## config.mk

```make
export PLATFORM = sky130hd
export DESIGN_NAME = csr_seq
export DESIGN_NICKNAME = d
export VERILOG_FILES = /design/src/rtl/csr_pkg.sv /design/src/rtl/csr_regfile.sv /design/src/rtl/csr_seq.sv
export SDC_FILE = /design/constraint.sdc
export NUM_CORES = 1
export LEC_CHECK = 0
export BUFFER_PORTS_ARGS = -buffer_cell sky130_fd_sc_hd__buf_2
export CAP_MARGIN = 15
export CORE_MARGIN = 3
export CORE_UTILIZATION = 45
export CTS_BUF_LIST = sky130_fd_sc_hd__clkbuf_4 sky130_fd_sc_hd__clkbuf_8 sky130_fd_sc_hd__clkbuf_16
export DETAILED_ROUTE_END_ITERATION = 8
export GPL_ROUTABILITY_DRIVEN = 0
export GPL_TIMING_DRIVEN = 0
export PLACE_DENSITY = 0.65
export SKIP_LAST_GASP = 1
export SLEW_MARGIN = 25
export SYNTH_ARGS = -nofsm -noshare
export SYNTH_HDL_FRONTEND = slang
export SYNTH_SLANG_ARGS = --single-unit
```

## constraint.sdc

```tcl
create_clock -name clk -period 6.35 [get_ports clk]
set_input_delay 1.27 -clock clk [delete_from_list [all_inputs] [get_ports clk]]
set_output_delay 1.27 -clock clk [all_outputs]
set_load 0.05 [all_outputs]
```

## src/rtl/csr_pkg.sv

```systemverilog
// csr_pkg: shared CSR addresses, op encodings, FSM states and bit indices (CSR_VECTORED_EN selects vectored mtvec support)
package csr_pkg;
  localparam logic [11:0] CSR_MSTATUS  = 12'h300;
  localparam logic [11:0] CSR_MIE      = 12'h304;
  localparam logic [11:0] CSR_MTVEC    = 12'h305;
  localparam logic [11:0] CSR_MSCRATCH = 12'h340;
  localparam logic [11:0] CSR_MEPC     = 12'h341;
  localparam logic [11:0] CSR_MCAUSE   = 12'h342;
  localparam logic [11:0] CSR_MIP      = 12'h344;
  localparam logic [1:0] OP_RW = 2'b01;
  localparam logic [1:0] OP_RS = 2'b10;
  localparam logic [1:0] OP_RC = 2'b11;
  localparam logic [31:0] MCAUSE_MTI = 32'h8000_0007;
  localparam int MIE_BIT  = 3;
  localparam int MPIE_BIT = 7;
  localparam int MTIE_BIT = 7;
  localparam int MTIP_BIT = 7;
  typedef enum logic [1:0] {IDLE, ACCESS, TRAP, MRET} csr_state_e;
endpackage

```

## src/rtl/csr_regfile.sv

```systemverilog
// csr_regfile: M-mode CSR storage, read mux, write masking, illegal decode; ports addr/wdata/we -> rdata/illegal, trap/mret update ports (CSR_VECTORED_EN makes mtvec[1:0] writable)
module csr_regfile
  import csr_pkg::*;
#(
  parameter logic [31:0] MTVEC_RESET = 32'h0000_0000
) (
  input  logic        clk,
  input  logic        rst_n,
  input  logic [11:0] addr,
  input  logic [31:0] wdata,
  input  logic        we,
  output logic [31:0] rdata,
  output logic        illegal,
  input  logic        trap,
  input  logic [31:0] trap_pc,
  input  logic        mret,
  input  logic        irq_timer,
  output logic        mstatus_mie,
  output logic        mie_mtie,
  output logic [31:0] mtvec,
  output logic [31:0] mepc
);
`ifdef CSR_VECTORED_EN
  localparam logic [31:0] TVEC_MASK = 32'hFFFF_FFFF;
`else
  localparam logic [31:0] TVEC_MASK = 32'hFFFF_FFFC;
`endif
  logic        mstatus_mpie;
  logic [31:0] mscratch, mcause;
  always_ff @(posedge clk) begin
    if (!rst_n) begin
      mstatus_mie  <= 1'b0;
      mstatus_mpie <= 1'b0;
      mie_mtie     <= 1'b0;
      mtvec        <= MTVEC_RESET & TVEC_MASK;
      mscratch     <= '0;
      mepc         <= '0;
      mcause       <= '0;
    end else if (trap) begin
      mepc         <= trap_pc & ~32'h3;
      mcause       <= MCAUSE_MTI;
      mstatus_mpie <= mstatus_mie;
      mstatus_mie  <= 1'b0;
    end else if (mret) begin
      mstatus_mie  <= mstatus_mpie;
      mstatus_mpie <= 1'b1;
    end else if (we) begin
      case (addr)
        CSR_MSTATUS: begin
          mstatus_mie  <= wdata[MIE_BIT];
          mstatus_mpie <= wdata[MPIE_BIT];
        end
        CSR_MIE:      mie_mtie <= wdata[MTIE_BIT];
        CSR_MTVEC:    mtvec    <= wdata & TVEC_MASK;
        CSR_MSCRATCH: mscratch <= wdata;
        CSR_MEPC:     mepc     <= wdata & ~32'h3;
        CSR_MCAUSE:   mcause   <= wdata;
        default: ;
      endcase
    end
  end
  always_comb begin
    rdata   = '0;
    illegal = 1'b0;
    case (addr)
      CSR_MSTATUS: begin
        rdata[MIE_BIT]  = mstatus_mie;
        rdata[MPIE_BIT] = mstatus_mpie;
      end
      CSR_MIE:      rdata[MTIE_BIT] = mie_mtie;
      CSR_MTVEC:    rdata = mtvec;
      CSR_MSCRATCH: rdata = mscratch;
      CSR_MEPC:     rdata = mepc;
      CSR_MCAUSE:   rdata = mcause;
      CSR_MIP:      rdata[MTIP_BIT] = irq_timer;
      default:      illegal = 1'b1;
    endcase
  end
endmodule

```

## src/rtl/csr_seq.sv

```systemverilog
// csr_seq: M-mode CSR sequencer (2-cycle RMW, timer trap entry, mret) with stall and PC redirect; ports csr_* request/response, mret_i, pc_i, irq_timer_i, redirect_* (CSR_VECTORED_EN enables vectored interrupt target)
module csr_seq
  import csr_pkg::*;
#(
  parameter logic [31:0] MTVEC_RESET = 32'h0000_0000
) (
  input  logic        clk,
  input  logic        rst_n,
  input  logic        csr_req_i,
  input  logic [2:0]  csr_funct3_i,
  input  logic [11:0] csr_addr_i,
  input  logic [31:0] csr_rs1_data_i,
  input  logic [4:0]  csr_zimm_i,
  input  logic        mret_i,
  input  logic [31:0] pc_i,
  input  logic        irq_timer_i,
  output logic [31:0] csr_rdata_o,
  output logic        csr_stall_o,
  output logic        csr_done_o,
  output logic        illegal_o,
  output logic        redirect_o,
  output logic [31:0] redirect_pc_o
);
  csr_state_e  state, next;
  logic [1:0]  op_q;
  logic [11:0] addr_q;
  logic [31:0] src_q, pc_q, rdata, wdata, mtvec, mepc, tvec_base, trap_target;
  logic        nowr_q, illegal, mstatus_mie, mie_mtie, irq_pending, we;
  assign irq_pending = mstatus_mie & mie_mtie & irq_timer_i;
  always_comb begin
    next = state == IDLE ? (irq_pending ? TRAP : mret_i ? MRET : csr_req_i ? ACCESS : IDLE) : IDLE;
  end
  always_ff @(posedge clk) begin
    if (!rst_n) state <= IDLE;
    else state <= next;
  end
  // Operands are captured every IDLE cycle; the last one before leaving IDLE is what ACCESS/TRAP use.
  always_ff @(posedge clk) begin
    if (state == IDLE) begin
      op_q   <= csr_funct3_i[1:0];
      addr_q <= csr_addr_i;
      src_q  <= csr_funct3_i[2] ? {27'b0, csr_zimm_i} : csr_rs1_data_i;
      nowr_q <= csr_funct3_i[1] & ~|csr_zimm_i;
      pc_q   <= pc_i;
    end
  end
  assign wdata = op_q == OP_RW ? src_q : op_q == OP_RS ? rdata | src_q : rdata & ~src_q;
  assign we    = state == ACCESS & ~illegal & ~nowr_q;
  csr_regfile #(.MTVEC_RESET(MTVEC_RESET)) u_regfile (
    .clk        (clk),
    .rst_n      (rst_n),
    .addr       (addr_q),
    .wdata      (wdata),
    .we         (we),
    .rdata      (rdata),
    .illegal    (illegal),
    .trap       (state == TRAP),
    .trap_pc    (pc_q),
    .mret       (state == MRET),
    .irq_timer  (irq_timer_i),
    .mstatus_mie(mstatus_mie),
    .mie_mtie   (mie_mtie),
    .mtvec      (mtvec),
    .mepc       (mepc)
  );
  assign tvec_base = mtvec & ~32'h3;
`ifdef CSR_VECTORED_EN
  assign trap_target = tvec_base + (mtvec[1:0] == 2'b01 ? 32'd28 : 32'd0);
`else
  assign trap_target = tvec_base;
`endif
  assign csr_stall_o   = state != IDLE | (rst_n & (irq_pending | mret_i | csr_req_i));
  assign csr_done_o    = state == ACCESS | state == MRET;
  assign csr_rdata_o   = state == ACCESS ? rdata : '0;
  assign illegal_o     = state == ACCESS & illegal;
  assign redirect_o    = state == TRAP | state == MRET;
  assign redirect_pc_o = state == TRAP ? trap_target : state == MRET ? mepc : '0;
endmodule

```

# --- Yosys cells after proc, flatten, opt, wreduce, memory -nomap -nowiden ---
# Cells that the tools add are included.
classes:
  bitwise: 20
  n_reduce_logical: 23
  mux: 30
  eq_ne: 13
op_table:
  columns: ["op", "n"]
  rows:
  - ["32-bit 2-to-1 mux", 13]
  - ["24-bit case mux with 4 select lines", 1]
  - ["12-bit by 10-bit equality test with 1-bit output, second input constant", 7]
  - ["32-bit bitwise AND", 1]
  - ["32-bit NOT", 1]
  - ["32-bit OR", 1]
  - ["3-bit case mux with 4 select lines", 2]
  - ["4-bit AND reduction", 3]
  - ["2-bit nonzero test", 6]
  - ["1-bit 2-to-1 mux", 9]
  - ["3-bit AND reduction", 3]
  - ["1-bit bitwise AND", 7]
  - ["1-bit case mux with 7 select lines", 1]
  - ["7-bit OR reduction", 1]
  - ["2-bit equality test, second input constant", 3]
  - ["2-bit AND reduction", 3]
  - ["3-bit nonzero test", 2]
  - ["5-bit 2-to-1 mux", 1]
  - ["1-bit NOT", 5]
  - ["1-bit OR", 5]
  - ["1-bit case mux with 5 select lines", 1]
  - ["5-bit OR reduction", 1]
  - ["2-bit by 1-bit equality test with 1-bit output, second input constant", 2]
  - ["2-bit 2-to-1 mux", 2]
  - ["5 further kinds", 5]
word_totals:
  output_inout_bits: 68
  word_cells: 102
  input_bits: 89
  reg_bits: 208

# --- Logic depth before layout (Yosys ltp) ---
# Gate-level depths: netlist of the first run.
depth:
  word_depth: 9
  mapped_depth: 9
  mapped_depth_nobuf: 5

# --- Hierarchy ---
# From an unflattened synthesis of the first run, not the netlist that was laid out.
unflattened:
  hier_cells: 1057
  hier_area_um2: 10453.8
by_module_without_submodules:
  columns: ["module", "area_each_um2", "instances", "seq_area_each_um2", "cells_each"]
  rows:
  - ["csr_regfile", 5929.4, 1, 2542.4, 711]
  - ["csr_seq", 4524.3, 1, 2412.3, 346]

# --- Worst setup path before layout of the first run ---
# Ideal clock, no wire load.
synth_path:
  kind: "register to output"
  startpoint: "register state[0]"
  endpoint: "output port csr_stall_o"
  required_time_ns: 5.080
  n_path_buf: 2
  arrival_ns: 6.157
  slack_ns: -1.077
  path_stages_with_launch: 5
  cell_sequence: "dfxtp_1 -> clkbuf_1 -> clkbuf_1 -> nor2_1 -> o21ai_0"
synth_between:
  elab_chain_cells: 2
synth_rtl:
  columns: ["element", "line_no", "text"]
  rows:
  - ["start: declaration", "csr_seq.sv:24", "csr_state_e state, next;"]
  - ["start signal: assignment", "csr_seq.sv:35", "else state <= next;"]
  - ["2-bit nonzero test", "csr_seq.sv:72", "assign csr_stall_o = state != IDLE | (rst_n & (irq_pending | mret_i | csr_req_i));"]
  - ["1-bit OR", "csr_seq.sv:72", null]
  - ["end: declaration", "csr_seq.sv:18", "output logic csr_stall_o,"]
# No other way between the ends.

# --- Worst setup path after layout of the first run ---
layout_path:
  startpoint: "register addr_q[3]"
  endpoint: "output port csr_rdata_o[22]"
layout_between:
  elab_chain_cells: 3
  word_cells_on_any_way: 6
  cone_classes: "4 x eq/ne; 2 x mux"
layout_rtl:
  columns: ["element", "line_no", "text"]
  rows:
  - ["start: declaration", "csr_seq.sv:26", "logic [11:0] addr_q;"]
  - ["start signal: assignment", "csr_seq.sv:41", "addr_q <= csr_addr_i;"]
  - ["12-bit by 10-bit equality test with 1-bit output", "csr_regfile.sv:65", "case (addr)"]
  - ["24-bit case mux with 4 select lines *", "csr_regfile.sv:65", null]
  - ["32-bit 2-to-1 mux *", "csr_seq.sv:74", "assign csr_rdata_o = state == ACCESS ? rdata : '0;"]
  - ["end: declaration", "csr_seq.sv:17", "output logic [31:0] csr_rdata_o,"]
# Mark *: on every way between the ends. The rest lies on a longest branch, timed or not.

==> results_dict.tcl, run 1 <==
set metrics [dict create \
    crit_path_top_delay_cell "nor4_2" \
    drv_slew 0 \
    viasPerCell 6.17 \
    fmax_mhz 183 \
    fin_nets 1393 \
    rsz0062_at_grt "no" \
    die_h_microns 159 \
    cpPeakStageDelay_ns 0.93 \
    worstPathCellList "nor4_2 -> and3_1 -> clkbuf_1 -> buf_2 -> buf_1 -> a22oi_1 -> a21oi_1 -> buf_2" \
    p_leak_uw 0.00458 \
    worstPathMaxFanout 10 \
    grt_start_max_net_pins 26 \
    yosysWarnings 0 \
    first_pass_iters 8 \
    hold_buffers 0 \
    swShare 0.283 \
    finalNonFillerCells 1634 \
    avgRoutedWirePerCell_microns 23.5 \
    clockPowerShare 0.407 \
    cts-root-buf "clkbuf_16" \
    htree_levels 1 \
    setup-tns-final_ns 0 \
    cts_tree "yes" \
    timing.final.crit_period_ns 5.46 \
    grt_use_total 0.298 \
    ctsResizeCount 0 \
    ys_async_sr_fraction 0 \
    power.internal_uw 2420 \
    dpl-instance-area_sq_um 11700 \
    syn_area_per_cell_sq_um 9.32 \
    mostFrequentLayoutCell "buf_2" \
    place_inst 1592 \
    grt_pass1_wl_mm 57.3 \
    worstHoldPathType "reg -> reg" \
    relSlewSlack 0.287 \
    area_delta_synth_final_pct 19.1 \
    worst_pin_slew_ns 1.06 \
    dr.first_iter.drc_count 1326 \
    ios 157 \
    ant_nets 0 \
    antenna_cells 0 \
    layout_common_cells "172 x buf_2, 129 x dfxtp_1, 119 x nor2_1" \
    finClkSkew_ns 0.0106 \
    die_area_sq_um 25100 \
    routed_wl_mm 38.4 \
    core-area_sq_um 22800 \
    setup_viol 0 \
    p_per_area_nw_per_um2 270 \
    drive_gt1_frac 0.179 \
    port_buffers 152 \
    yosysSeqAreaShare 0.467 \
    clk_latency_ns 0.52 \
    antenna_found_initial 0 \
    grt_overflow 0 \
    critPathKind "reg -> out" \
    worstSetupEndpointType "primary output" \
    clockBufferDepth 3 \
    die_w_microns 159 \
    initial_core_util 0.460 \
    pwr-share-comb 0.136 \
    status "complete, no violations" \
    syn_inst 1123 \
    critPathMostFrequentCell "buf_2" \
    cp.required_ns 5.08 \
    synth-seq-cells 206 \
    arrival_ns 4.19 \
    synth_cell_types 57 \
    finalCritPeriodShare 0.860 \
    drv_cap 0 \
    rows 55 \
    synth_area_sq_um 10500 \
    synth-edff-count 77 \
    p_sw_uw 952 \
    drc 0 \
    utilization 0.547 \
    seq_power_share 0.457 \
    total_power_uw 3370 \
    final_area_sq_um 12500 \
    startpoint_type "flip-flop" \
    dp_hpwl_mm 27.5 \
    clk_pin_slew_ns 0.06 \
    peakVddDrop_mv 0.204 \
    clock-sinks 206 \
    cts_made_buffers 23 \
    grt_pass1_vias 9587 \
    finalHoldViolCount 0 \
    ys.flop_type "dfxtp_1" \
    vias 10100 \
    post_cts_buffers 0 \
]
==> layout make-up <==
cell class              instances  area [sq um]
clock buffers                  25           597
plain buffers                 106           439
clock inverters                17           166
flip-flops and latches        206          4890
multi-input cells             810          5140
repair buffers                155           828
well taps                     313           392
fillers                      2123         10300
inverters                       2          7.51
==> synth_stat cells, types with 11 or more instances <==
| cell type | instances | area (sq um) |
|---|---|---|
| dfxtp_1 | 129 | 2580 |
| nor2_1 | 120 | 450 |
| a21oi_1 | 91 | 455 |
| edfxtp_1 | 77 | 2310 |
| clkbuf_1 | 75 | 282 |
| nor2b_1 | 62 | 388 |
| nand2_1 | 61 | 229 |
| mux2i_1 | 60 | 601 |
| o21ai_0 | 54 | 270 |
| nand3_1 | 50 | 250 |
| a22oi_1 | 30 | 225 |
| or3_1 | 27 | 169 |
| o221ai_1 | 25 | 219 |
| xnor2_1 | 23 | 201 |
| a221o_1 | 22 | 220 |
| buf_2 | 20 | 100 |
| o211ai_1 | 20 | 150 |
| o41ai_1 | 18 | 158 |
| nor3_1 | 14 | 70.1 |
| o2111ai_1 | 14 | 123 |
| o22ai_1 | 11 | 68.8 |
==> per-stage QoR <==
stage | setup WS [ns] | hold WS, ns
2_1_floorplan | 0.780 | 0.436
3_3_place_gp | 0.0311 | 0.444
3_5_place_dp | 1.58 | 0.452
4_1_cts | 0.978 | 0.460
5_1_grt | 0.730 | 0.490
6_report | 0.891 | 0.468
==> registers in the layout (all words and copies together), names as in the netlist, 2 cells and up <==
| register | flops |
|---|---|
| u_regfile.mscratch | 32 |
| pc_q | 30 |
| u_regfile.mtvec | 30 |
| addr_q | 12 |
| src_q | 32 |
| u_regfile.mepc | 30 |
| op_q | 2 |
| state | 2 |
| u_regfile.mcause | 32 |
==> worst paths after layout <==
kind	slack, ns	endpoint	from	cells past startpoint
worst min register to register	0.47	u_regfile.mscratch[11]	u_regfile.mscratch[11]	2
worst max-delay path	0.89	csr_rdata_o[22]	addr_q[3]	8
worst max register to register	2.98	u_regfile.mtvec[3]	addr_q[6]	7
worst min-delay path	0.47	u_regfile.mscratch[11]	u_regfile.mscratch[11]	2
==> power groups by stage <==
stage                     Sequential (uW)  Combinational, uW  Clock (uW)
after global placement               1570                425           0
after global routing                 1540                492        1430
after floorplan                      1530                296           0
final                                1540                458        1370
after detailed placement             1560                445           0
after CTS                            1530                448        1380
==> routing by layer <==
metal / track usage / vias to the layer above / share of wire
met1: 0.425 / 4773 / 0.42
met5: 0 / - / 0
li1: - / 4577 / -
met4: 0.107 / 0 / 0.032
met2: 0.447 / 667 / 0.43
met3: 0.0682 / 68 / 0.12
==> kinds of logic after synthesis <==
group	share of synthesized area
buf+inv	0.0425
mux	0.0660
flops	0.467
other cells	0.000358
xor+xnor	0.0276
simple gates	0.179
compound gates	0.217
==> critical path: cells and delay by family, from the launching register on <==
| family | cells | cell delay [ns] |
|---|---|---|
| AOI/OAI and AO/OA | 2 | 0.63 |
| DFF | 1 | 0.40 |
| buffers and inverters | 4 | 1.41 |
| and+or+nand+nor | 2 | 1.22 |
Power figures use the tool's default switching activity.
==> run 2, diff against run 1 <==
Settings changed: ABC_AREA set to 1, PLACE_DENSITY 0.65 to 0.66.
Clock period 6.35 ns to 6.9 ns, I/O delays scaled along.
==> run 2 against run 1 <==
Against the previous run: worst setup slack improved by 1.5 ns; sequential share of layout area rose by 2.1 points; synthesized area fell by 5.1%; clock power fell by 13%; critical endpoint is now redirect_pc_o[25]; via count fell by 9.4%; clock skew fell by 0.0020 ns; highest routed layer unchanged.
==> results_dict.tcl, run 2 <==
set metrics [dict create \
    status "complete, no violations" \
    timing.final.crit_period_ns 4.54 \
    routed_wl_mm 30.0 \
    vias 9138 \
    fin_nets 1541 \
    ys.flop_type "dfxtp_1" \
    dpl-instance-area_sq_um 11100 \
    grt_pass1_vias 8424 \
    finalNonFillerCells 1742 \
    dp_hpwl_mm 21.4 \
    viasPerCell 5.25 \
    grt_pass1_wl_mm 46.1 \
    ios 157 \
    area_delta_synth_final_pct 19.0 \
    seq_power_share 0.479 \
    core-area_sq_um 21400 \
    ctsResizeCount 0 \
    yosysWarnings 0 \
    top_regs "src_q x32, u_regfile.mcause x32, u_regfile.mscratch x32" \
    synth-edff-count 77 \
    worstSetupEndpointType "primary output" \
    antenna_cells 0 \
    syn_area_per_cell_sq_um 7.81 \
    yosysSeqAreaShare 0.493 \
    arrival_ns 3.16 \
    seqCellArea_sq_um 4890 \
    initial_core_util 0.465 \
    die_h_microns 155 \
    drv_cap 0 \
    htree_levels 1 \
    port_buffers 151 \
    worstHoldPathType "reg -> reg" \
    grt_use_total 0.244 \
    hold_buffers 0 \
    p_leak_uw 0.00515 \
    syn_inst 1272 \
    grt_overflow 0 \
    drive_gt1_frac 0.215 \
    post_cts_buffers 0 \
    synth_top_cells_by_area "dfxtp_1 26%, edfxtp_1 23%, nor2_1 12%" \
    synth.top_cells.by_count "326 x nor2_1, 152 x inv_1, 136 x nand2_1, 129 x dfxtp_1, 128 x o21ai_0" \
    drv_slew 0 \
    synth-seq-cells 206 \
    clockBufferDepth 3 \
    total_power_uw 2850 \
    die_w_microns 155 \
    worstPathCellList "buf_2 -> inv_1 -> nor2_1 -> clkinv_1 -> clkbuf_1 -> clkbuf_1 -> o22ai_1 -> buf_2" \
    synth_area_sq_um 9930 \
    die_area_sq_um 23900 \
    rsz0062_at_grt "no" \
    clk_latency_ns 0.50 \
    synth_top_cell_by_area "dfxtp_1" \
    crit_path_top_delay_cell "clkbuf_1" \
    p_per_area_nw_per_um2 241 \
    clockPowerShare 0.416 \
    fillers 2056 \
    finalCritPeriodShare 0.657 \
    cp.required_ns 5.52 \
    final_area_sq_um 11800 \
    layout_common_cells "325 x nor2_1, 165 x buf_2, 152 x inv_1" \
    swShare 0.248 \
    synth.top_cell.area_share 0.260 \
    peakVddDrop_mv 0.189 \
    worstPathMaxFanout 10 \
    clock-sinks 206 \
    critPathTopFamily "buffers and inverters" \
    ant_nets 0 \
    finClkSkew_ns 0.00861 \
    finalHoldViolCount 0 \
    antenna_found_initial 1 \
    multi_input_area_sq_um 4050 \
    place_inst 1702 \
    cpPeakStageDelay_ns 0.39 \
    p_sw_uw 707 \
    path_buf_inv 6 \
    yosysMostFrequentCell "nor2_1" \
    cts_made_buffers 23 \
    critPathKind "reg -> out" \
    first_pass_iters 5 \
    fmax_mhz 220 \
    cts_tree "yes" \
    cts-root-buf "clkbuf_16" \
    grt_start_max_net_pins 29 \
    rows 53 \
    avgRoutedWirePerCell_microns 17.2 \
    synth_cell_types 40 \
    power.internal_uw 2150 \
    mostFrequentLayoutCell "nor2_1" \
    dr.first_iter.drc_count 752 \
    setup_viol 0 \
    ys_async_sr_fraction 0 \
    relSlewSlack 0.454 \
    startpoint_type "flip-flop" \
    worst_pin_slew_ns 0.819 \
    drc 0 \
    clk_pin_slew_ns 0.06 \
    pwr-share-comb 0.105 \
]
-- run 2: changes by cell type in the layout (fill, tap and decap cells not counted), sizes merged, moves of 26 or more --
cell    previous run  this run
nor2             120       337
inv                2       159
o21ai             55       182
nand2             61       143
a21oi             91        25
nor2b             62         0
mux2i             60         0
o22ai             11        52
clkbuf           100        65
a22oi             30         0
or3               27         0
or2                0        26
-- run 2: worst min-delay path, stage by stage (launching register included) --
cell,delay (ns)
dfxtp_1,0.29
inv_1,0.07
a21oi_2,0.05
-- run 2: metal layers --
metal / GRT usage / share of wire / vias to the layer above / routed length (microns)
li1: - / - / 4460 / -
met5: 0 / 0 / - / 0
met3: 0.0344 / 0.076 / 58 / 2270
met4: 0.0610 / 0.026 / 0 / 767
met2: 0.407 / 0.46 / 363 / 14000
met1: 0.337 / 0.43 / 4257 / 13000
-- run 2: area by class of cell --
cell class,instances,area share
sequential,206,0.414
multi-input combinational,836,0.343
timing repair buffer,154,0.0686
clock buffer,30,0.0531
inverter,160,0.0510
buffer,71,0.0333
tap,275,0.0291
clock inverter,10,0.00794
-- run 2: stage by stage --
| stage | setup TNS (ns) | hold WS, ns | worst slack (ns) | util |
|---|---|---|---|---|
| 6_report | 0 | 0.465 | 2.36 | 0.554 |
| 2_1_floorplan | 0 | 0.424 | 0.482 | - |
| 5_1_grt | 0 | 0.483 | 2.23 | 0.554 |
| 4_1_cts | 0 | 0.463 | 2.39 | 0.554 |
| 3_5_place_dp | 0 | 0.451 | 2.45 | 0.520 |
| 3_3_place_gp | -0.0882 | 0.452 | -0.0882 | 0.517 |
-- run 2: path summary, 6_finish.rpt --
| kind | from | to | slack [ns] | depth (start not counted) |
|---|---|---|---|---|
| setup reg to reg | addr_q[0] | u_regfile.mcause[28] | 4.41 | 10 |
| hold reg to reg | u_regfile.mscratch[1] | u_regfile.mscratch[1] | 0.47 | 2 |
| setup / recovery | state[1] | redirect_pc_o[25] | 2.36 | 8 |
| hold / removal | u_regfile.mscratch[1] | u_regfile.mscratch[1] | 0.47 | 2 |
-- run 2: power groups by stage --
stage,clock (uW),sequential (uW),combinational (uW)
6_report,1190,1370,300
5_1_grt,1260,1370,331
4_1_cts,1200,1370,300
3_5_place_dp,0,1390,299
3_3_place_gp,0,1400,284
2_1_floorplan,0,1390,193
-- run 2: cell families (layout without fill, tap and decap cells) --
| logic type | count (synthesis) | after routing | share of synthesized area |
|---|---|---|---|
| AND/OR/NAND/NOR | 548 | 548 | 0.236 |
| flip-flops | 206 | 206 | 0.493 |
| multiplexers | 2 | 2 | 0.00227 |
| buffers and inverters | 231 | 425 | 0.100 |
| AO/OA/AOI/OAI | 284 | 284 | 0.168 |
| other | 1 | 2 | 0.000378 |
